`config.mk`:
```
export PLATFORM = sky130hd
export DESIGN_NAME = spi_tx_arbiter
export DESIGN_NICKNAME = d
export VERILOG_FILES = /design/src/rtl/spi_tx_arbiter.sv
export SDC_FILE = /design/constraint.sdc
export NUM_CORES = 1
export LEC_CHECK = 0
export CAP_MARGIN = 20
export CORE_MARGIN = 2
export CORE_UTILIZATION = 40
export DETAILED_ROUTE_END_ITERATION = 7
export PLACE_DENSITY = 0.84
export SYNTH_ARGS = -nofsm -noshare
export SYNTH_HDL_FRONTEND = slang
export SYNTH_SLANG_ARGS = --single-unit
```
`constraint.sdc`:
```
create_clock -name clk -period 4.2 [get_ports clk]
set_clock_uncertainty 0.1 [all_clocks]
set_input_delay 0.63 -clock clk [delete_from_list [all_inputs] [get_ports clk]]
set_output_delay 0.63 -clock clk [all_outputs]
set_load 0.05 [all_outputs]
```
`src/rtl/spi_tx_arbiter.sv`:
```
// spi_tx_arbiter
//   Shares one SPI transmitter between N_REQ requesters. A round-robin pick
//   is made from IDLE; the winner's 12-bit payload is latched onto spi_din and
//   spi_newd is raised until the transmitter drops cs. The frame completes on
//   the following cs rise. A watchdog aborts a frame that stalls for TIMEOUT
//   cycles waiting for either cs edge.
//
// Ports
//   clk, rst  : clock, synchronous active-high reset
//   req       : per-requester level request
//   req_data  : per-requester payload, slice k = [12k+11:12k]
//   gnt       : one-cycle pulse, payload of requester k captured
//   done      : one-cycle pulse, requester k's frame completed
//   err       : one-cycle pulse, requester k's frame aborted by timeout
//   spi_newd  : new-frame request to the SPI transmitter
//   spi_din   : payload to the SPI transmitter
//   spi_cs    : transmitter chip select (active-low, asynchronous here)
//   busy      : high whenever the arbiter is not idle
module spi_tx_arbiter #(
    parameter int N_REQ   = 4,
    parameter int TIMEOUT = 4096
) (
    input  logic               clk,
    input  logic               rst,
    input  logic [N_REQ-1:0]    req,
    input  logic [N_REQ*12-1:0] req_data,
    output logic [N_REQ-1:0]    gnt,
    output logic [N_REQ-1:0]    done,
    output logic [N_REQ-1:0]    err,
    output logic               spi_newd,
    output logic [11:0]        spi_din,
    input  logic               spi_cs,
    output logic               busy
);

    localparam int IW = (N_REQ > 1) ? $clog2(N_REQ) : 1;
    localparam int CW = $clog2(TIMEOUT) + 1;

    typedef enum logic [1:0] {IDLE, ISSUE, WAIT_END, DONE} state_t;

    state_t          state, state_n;
    logic [IW-1:0]   last, last_n;
    logic [IW-1:0]   cur, cur_n;
    logic [CW-1:0]   cnt, cnt_n;
    logic [N_REQ-1:0] gnt_n, done_n, err_n;
    logic            newd_n;
    logic [11:0]     din_n;

    logic            cs_s1, cs_s2, cs_q;
    logic            cs_fall, cs_rise, tmo;
    logic            pick_valid;
    logic [IW-1:0]   pick;

    // cs_s1/cs_s2 form the synchronizer; cs_q holds the previous synchronized
    // value for edge detection. All reset to the idle (high) level.
    always_ff @(posedge clk) begin
        if (rst) begin
            cs_s1 <= 1'b1;
            cs_s2 <= 1'b1;
            cs_q  <= 1'b1;
        end else begin
            cs_s1 <= spi_cs;
            cs_s2 <= cs_s1;
            cs_q  <= cs_s2;
        end
    end

    assign cs_fall = cs_q & ~cs_s2;
    assign cs_rise = ~cs_q & cs_s2;
    assign tmo     = (cnt == CW'(TIMEOUT - 1));
    assign busy    = (state != IDLE);

    // Round-robin search starting one past the last served requester.
    always_comb begin
        pick       = '0;
        pick_valid = 1'b0;
        for (int unsigned i = 1; i <= N_REQ; i++) begin
            if (!pick_valid && req[IW'((32'(last) + i) % N_REQ)]) begin
                pick       = IW'((32'(last) + i) % N_REQ);
                pick_valid = 1'b1;
            end
        end
    end

    always_comb begin
        state_n = state;
        last_n  = last;
        cur_n   = cur;
        cnt_n   = cnt;
        gnt_n   = '0;
        done_n  = '0;
        err_n   = '0;
        newd_n  = spi_newd;
        din_n   = spi_din;
        case (state)
            IDLE: begin
                newd_n = 1'b0;
                if (pick_valid) begin
                    cur_n   = pick;
                    din_n   = req_data[32'(pick)*12 +: 12];
                    gnt_n   = N_REQ'(1) << pick;
                    newd_n  = 1'b1;
                    cnt_n   = '0;
                    state_n = ISSUE;
                end
            end
            ISSUE: begin
                // Edge is tested before the terminal count so it wins a tie.
                if (cs_fall) begin
                    newd_n  = 1'b0;
                    cnt_n   = '0;
                    state_n = WAIT_END;
                end else if (tmo) begin
                    err_n   = N_REQ'(1) << cur;
                    newd_n  = 1'b0;
                    last_n  = cur;
                    cnt_n   = '0;
                    state_n = IDLE;
                end else begin
                    cnt_n = cnt + 1'b1;
                end
            end
            WAIT_END: begin
                if (cs_rise) begin
                    done_n  = N_REQ'(1) << cur;
                    state_n = DONE;
                end else if (tmo) begin
                    err_n   = N_REQ'(1) << cur;
                    last_n  = cur;
                    cnt_n   = '0;
                    state_n = IDLE;
                end else begin
                    cnt_n = cnt + 1'b1;
                end
            end
            DONE: begin
                last_n  = cur;
                state_n = IDLE;
            end
            default: state_n = IDLE;
        endcase
    end

    // Pulses are registered on the transition, so gnt is seen in the first
    // ISSUE cycle, done during DONE and err in the first IDLE cycle.
    always_ff @(posedge clk) begin
        if (rst) begin
            state    <= IDLE;
            last     <= IW'(N_REQ - 1);
            cur      <= '0;
            cnt      <= '0;
            gnt      <= '0;
            done     <= '0;
            err      <= '0;
            spi_newd <= 1'b0;
            spi_din  <= '0;
        end else begin
            state    <= state_n;
            last     <= last_n;
            cur      <= cur_n;
            cnt      <= cnt_n;
            gnt      <= gnt_n;
            done     <= done_n;
            err      <= err_n;
            spi_newd <= newd_n;
            spi_din  <= din_n;
        end
    end

endmodule

```
==> results of run 1 <==
[routing by layer]
metal	vias up	wire length (µm)	track usage [%]
met5	-	0	0
li1	1003	-	-
met3	9	199	5.00
met1	903	2180	19.7
met4	0	104	6.38
met2	43	2780	31.3
[flip-flops by register name, summed over array words and instances, names as in the netlist, 2 cells and up]
signal / count
last: 2
done: 4
gnt: 4
spi_din: 12
cur: 2
cnt: 13
err: 4
state: 2
[metrics by stage]
stage / power, mW / hold WS (ps) / setup WS [ps] / area, µm²
6_report: 1.12 / 318 / 1400 / 3210
5_1_grt: 1.16 / 347 / 1300 / 3210
2_1_floorplan: 0.641 / 289 / 2140 / 2250
3_3_place_gp: 0.736 / 293 / 1390 / 3070
3_5_place_dp: 0.739 / 301 / 1320 / 3070
4_1_cts: 1.12 / 321 / 1400 / 3210
[critical path, delay by kind of cell, from the launching register on]
kind / cells / cell delay [ps]
flip-flops: 1 / 390
buffers and inverters: 3 / 1060
adder cells (fa/ha/maj): 1 / 300
[placed cells by master (no fill, tap or decap), types with 3 or more instances in the layout]
cell type         n
o221ai_2          4
dfxtp_1          47
and3_1            3
inv_1             8
nand4_1           6
ha_1              5
clkdlybuf4s50_1  80
nor2_1           35
a21oi_1           9
clkbuf_8          5
nand2b_1          7
nand2_1          24
xor2_1            9
and4_1            3
nand3_1           3
o221ai_1          8
mux2i_1          27
[layout make-up]
class,instances,area [µm²],area share (%)
clock buffers,6,72.6,2.26
repair buffers,81,808,25.2
well taps,72,90.1,2.81
multi-input cells,174,1200,37.5
inverters,8,30.0,0.937
clock inverters,2,60.1,1.87
flip-flops and latches,47,941,29.4
[power by group through the flow]
stage,Sequential [mW],Clock (mW),Combinational (mW)
floorplan,0.545,0,0.0958
global route,0.482,0.414,0.266
detailed placement,0.489,0,0.250
CTS,0.479,0.394,0.251
global placement,0.489,0,0.247
finish,0.479,0.387,0.250
[worst max path at each step]
stage	from	end	slack, ps	cells past startpoint
finish	state[0]	busy	1400	4
global route	state[1]	busy	1300	4
CTS	state[0]	busy	1400	4
detailed placement	req[1]	cnt[11]	1320	5
global placement	req[1]	spi_din[4]	1390	6
floorplan	state[0]	state[1]	2140	7
[cells by family after synthesis]
logic type / synth area share [%]
XOR/XNOR: 3.90
flip-flops: 41.9
buffers and inverters: 5.01
adder cells (fa/ha/maj): 2.79
AND/OR/NAND/NOR: 20.9
AO/OA/AOI/OAI: 13.5
multiplexers: 12.0
==> summary.md, run 1 <==
| Metric | Value |
|---|---|
| Dpl cells | 382 |
| Drt wl/cell | 13.5 µm |
| Post-synth EDFFs | 0 |
| Clock Tree Buf Depth | 2 |
| Die width | 78.9 µm |
| R2r startpoint | state[0] |
| Crit-path max FO | 8 |
| Pre-antenna DRT Iters | 5 |
| Critical Path RT | 3470 ps |
| Clock power share | 34.7% |
| Port Buf Inserts | 80 |
| Seq cells post-synth | 47 |
| Peak VDD IR | 0.292 mV |
| DIE HEIGHT | 78.9 µm |
| Syn Nets | 299 |
| Layout cells sized above 1 | 5.66% |
| FF-to-FF setup slack | 1720 ps |
| Slowest stage cell on the critical path | clkdlybuf4s50_1 |
| Filler cells | 499 |
| Crit end category | output pin |
| Top post-synthesis cells by area | dfxtp_1 42%, mux2i_1 12%, nor2_1 5.8% |
| Final Cycle Share | 66.7% |
| HP Class | reg2reg |
| Die footprint | 6230 µm² |
| Clk slew on worst S/H paths | 80 ps |
| H-tree depth | 2 |
| CTS Hold Bufs | 0 |
| Via/cell ratio | 5.02 |
| Min Tclk post-route | 2800 ps |
| Root Driver | clkbuf_8 |
| Max_cap viols | 0 |
| Initial antenna violation count | 0 |
| Final Hold Viols | 0 |
| Critical Path, Cell by Cell | inv_1 > ha_1 > inv_1 > clkdlybuf4s50_1 |
| PwrDens | 348 nW/µm² |
| Tightest Pin Transition | 892 ps |
| Synth Warn # | 0 |
| WS Path Type | reg2out |
| Worst reg2reg endpoint | cnt[7] |
| Sw power | 298 µW |
| Library cells used by synthesis | 46 |
| Vias in the first global route | 1863 |
| Status | finished, final reports clean |
| Achievable Freq | 0.357 GHz |
| Area Growth Syn to Fin | 42.7% |
| Gr usage total | 17.5% |
| Starting Density | 41.0% |
| Final GP Congestion | 0.837 |
| Total CTS buffers | 5 |
| First-pass GRT wire length | 8520 µm |
| Sw Share | 26.7% |
| Total Neg Setup Slack | 0 ps |
| Crit path arrival time | 2070 ps |
| CTS tree | done |
| Post CTS Setup Buffer Count | 0 |
| Core Area | 5470 µm² |
| FP Rows | 27 |
| CP max stage delay | 820 ps |
| Ys flop type | dfxtp_1 |
| RSZ-0062 raised after global routing | no |
| Clock latency on the worst-skew pair | 300 ps |
| Yosys top cell area share | 41.9% |
| Post-CTS Resized | 0 |
| Min-Delay Path Depth | 1 |
| Register area share after synthesis | 41.9% |
| Logic pwr share | 22.4% |
| Mean area per synthesized cell | 9.40 µm² |
| Top Ports | 81 |
| Fin util | 58.6% |
| CP startpoint kind | register |
| Pin count of the biggest net entering global routing | 29 |
| Ant. Diodes | 0 |
| DRC Markers | 0 |
| Nets@finish | 377 |
| Slew Limit Fails | 0 |
| Worst slew margin | 40.4% |
| HPWL after detailed placement | 3970 µm |
| Worst R2R Path Depth | 7 |
| Final wirelength | 5260 µm |
| Grt ovf | 0 |
| Final setup fails | 0 |
| Total number of vias | 1958 |
| Sequential fraction of design power | 42.9% |
| Most common cell in the synthesized netlist | dfxtp_1 |
| Worst hold start | cs_s1 |
| Final ANT Viol Nets | 0 |
| Hold endpoint | cs_s2 |
| Layout Cells excl Fill | 390 |
| Leak | 1.27 nW |
| Top cell by count, worst path | inv_1 |
| Iter 0 DRT Violations | 71 |
| Cell taking the most area after synthesis | dfxtp_1 |
| Mapped Area | 2250 µm² |
| Most frequent cells after synthesis | 47 x dfxtp_1, 35 x nor2_1, 27 x mux2i_1, 24 x nand2_1 |
| Synth async-reset ratio | 0% |
| Clk sinks | 47 |
| Post-Synthesis Cells | 239 |
| Pint | 818 µW |
(Power assumes the default switching activity.)
==> run 2, diff against run 1 <==
Clock period 4.2 ns to 2.7 ns, I/O delays scaled along.
==> run 2 against run 1 <==
Effect of this change: power grew 37%; design area shrank 0.23%; non-clock buffer count grew 4; critical endpoint is now cnt[11]; critical path depth grew 2; die area is the same; register-to-register slack lost 1300 ps; highest routed layer unchanged; sequential share of layout area grew 0.069 points; clock-buffer cell count is the same; global-route usage shrank 0.34 points; utilization shrank 0.14 points.
==> summary.md, run 2 (synthesis gave the netlist of run 1 again) <==
| Metric | Value |
|---|---|
| Dpl cells | 386 (+1.0%) |
| Register Area | 941 µm² (unchanged) |
| DRC Markers | 0 (unchanged) |
| Die width | 78.9 µm (unchanged) |
| Placement Cell Area | 3120 µm² (+1.4%) |
| Crit-path max FO | 15 (+7) |
| Final instance area | 3200 µm² (-0.23%) |
| Final ANT Viol Nets | 0 (unchanged) |
| Worst Setup SP | state[0] |
| Commonest non-fill, non-tap cell in the layout | clkdlybuf4s50_1 |
| Initial antenna violation count | 0 (unchanged) |
| R2r startpoint | state[0] |
| Vias in the first global route | 1886 (+1.2%) |
| Final Cycle Share | 84.9% |
| HPWL after detailed placement | 4040 µm (+1.8%) |
| Final setup fails | 0 (unchanged) |
| Pre-antenna DRT Iters | 6 (+1) |
| Iter 0 DRT Violations | 87 (+23%) |
| Via/cell ratio | 5.05 (+0.56%) |
| Worst hold slack | 313 ps (-5.37 ps) |
| Crit path arrival time | 2360 ps (+290 ps) |
| Leak | 1.29 nW (+0.87%) |
| RSZ-0062 raised after global routing | no |
| Max_cap viols | 0 (unchanged) |
| Achievable Freq | 0.436 GHz |
| Ant. Diodes | 0 (unchanged) |
| Pin count of the biggest net entering global routing | 29 (unchanged) |
| Die footprint | 6230 µm² (unchanged) |
| First-pass GRT wire length | 8510 µm (-0.16%) |
| Port Buf Inserts | 80 (unchanged) |
| Critical Path RT | 2770 ps (-700 ps) |
| Worst reg2reg endpoint | cnt[11] |
| Regs by FF count | cnt: 13 flops, spi_din: 12 flops |
| Min Tclk post-route | 2290 ps |
| Clock Tree Buf Depth | 2 (unchanged) |
| Grt ovf | 0 (unchanged) |
| Crit end category | register |
| Clk sinks | 47 (unchanged) |
| Final wirelength | 5260 µm (unchanged) |
| Clk slew on worst S/H paths | 80 ps (about the same) |
| Total number of vias | 1979 (+1.1%) |
| Area Growth Syn to Fin | 42.4% |
| Worst slew margin | 56.9% (+16 points) |
| Final Hold Viols | 0 (unchanged) |
| Worst R2R Path Depth | 6 (-1) |
| PwrDens | 479 nW/µm² (+38%) |
| Most frequent cells in the layout | 79 x clkdlybuf4s50_1, 47 x dfxtp_1, 35 x nor2_1 |
| CTS tree | done |
| Root Driver | clkbuf_8 |
| CTS Hold Bufs | 0 (unchanged) |
| Area used by multi-input combinational logic | 1210 µm² (+0.62%) |
| FF-to-FF setup slack | 410 ps (-1310 ps) |
| Status | finished, final reports clean |
| H-tree depth | 2 (unchanged) |
| Total CTS buffers | 5 (unchanged) |
| HP Class | reg2reg |
| Layout cells sized above 1 | 6.25% (+0.59 points) |
| Drt wl/cell | 13.4 µm (-0.51%) |
| CP Capture Point | cnt[11] |
| Max FFs per register | 13 (unchanged) |
| Total Neg Setup Slack | 0 ps (unchanged) |
| Tightest Pin Transition | 645 ps (-248 ps) |
| Starting Density | 41.0% (unchanged) |
| CP startpoint kind | register |
| Peak VDD IR | 0.332 mV (+14%) |
| Clock latency on the worst-skew pair | 290 ps (about the same) |
| Post-route total power | 1.53 mW (+37%) |
| Most flops, register | cnt |
| Post-CTS Resized | 0 (unchanged) |
| FP Rows | 27 (unchanged) |
| Nets@finish | 381 (+1.1%) |
| WS Path Type | reg2reg |
| Gr usage total | 17.1% (-0.34 points) |
| Filler cells | 515 (+3.2%) |
| Layout Cells excl Fill | 392 (+0.51%) |
| Setup WS pre-CTS | 35.0 ps (-1290 ps) |
| Slew Limit Fails | 0 (unchanged) |
| Core Area | 5470 µm² (unchanged) |
| Fin util | 58.4% (-0.14 points) |
| DIE HEIGHT | 78.9 µm (unchanged) |
| Post CTS Setup Buffer Count | 0 (unchanged) |
| Final GP Congestion | 0.803 (-4.1%) |
| Top Ports | 81 (unchanged) |
| Worst setup margin | 409 ps (-990 ps) |
## run 2: report_power, final
part | leakage, nW | internal (mW) | switching [mW] | total [mW]
logic | 0.866 | 0.185 | 0.215 | 0.401
clock network | 0.0371 | 0.173 | 0.212 | 0.385
registers | 0.383 | 0.725 | 0.0197 | 0.745
## run 2: layer usage
| metal | up-vias | global-route usage (%) | part of all wire, % | wire length [µm] |
|---|---|---|---|---|
| met4 | 0 | 6.03 | 1.7 | 89 |
| li1 | 1009 | - | - | - |
| met5 | - | 0 | 0 | 0 |
| met3 | 11 | 3.41 | 3.9 | 205 |
| met2 | 53 | 30.3 | 52 | 2740 |
| met1 | 906 | 20.6 | 42 | 2220 |
## run 2: layout make-up
type                            count  area share (%)
Clock buffer                        6            2.27
Inverter                            8           0.939
Multi-Input combinational cell    174            37.9
Sequential cell                    47            29.4
Tap cell                           72            2.82
Timing Repair Buffer               85            26.7
## run 2: critical path, cell delays in order (launching register included)
cell and delay [ps]:
dfxtp_1 400, inv_1 100, ha_1 240, and3b_1 250, a211oi_4 590, a21o_1 400, nor2_1 100
## run 2: how the worst min path moves through the flow
stage / from / to / depth (start not counted)
2_1_floorplan: cs_s1 / cs_s2 / 1
3_3_place_gp: cs_s1 / cs_s2 / 1
3_5_place_dp: cs_s1 / cs_s2 / 1
4_1_cts: cs_s1 / cs_s2 / 1
5_1_grt: cs_s1 / cs_s2 / 1
6_report: cs_s1 / cs_s2 / 1
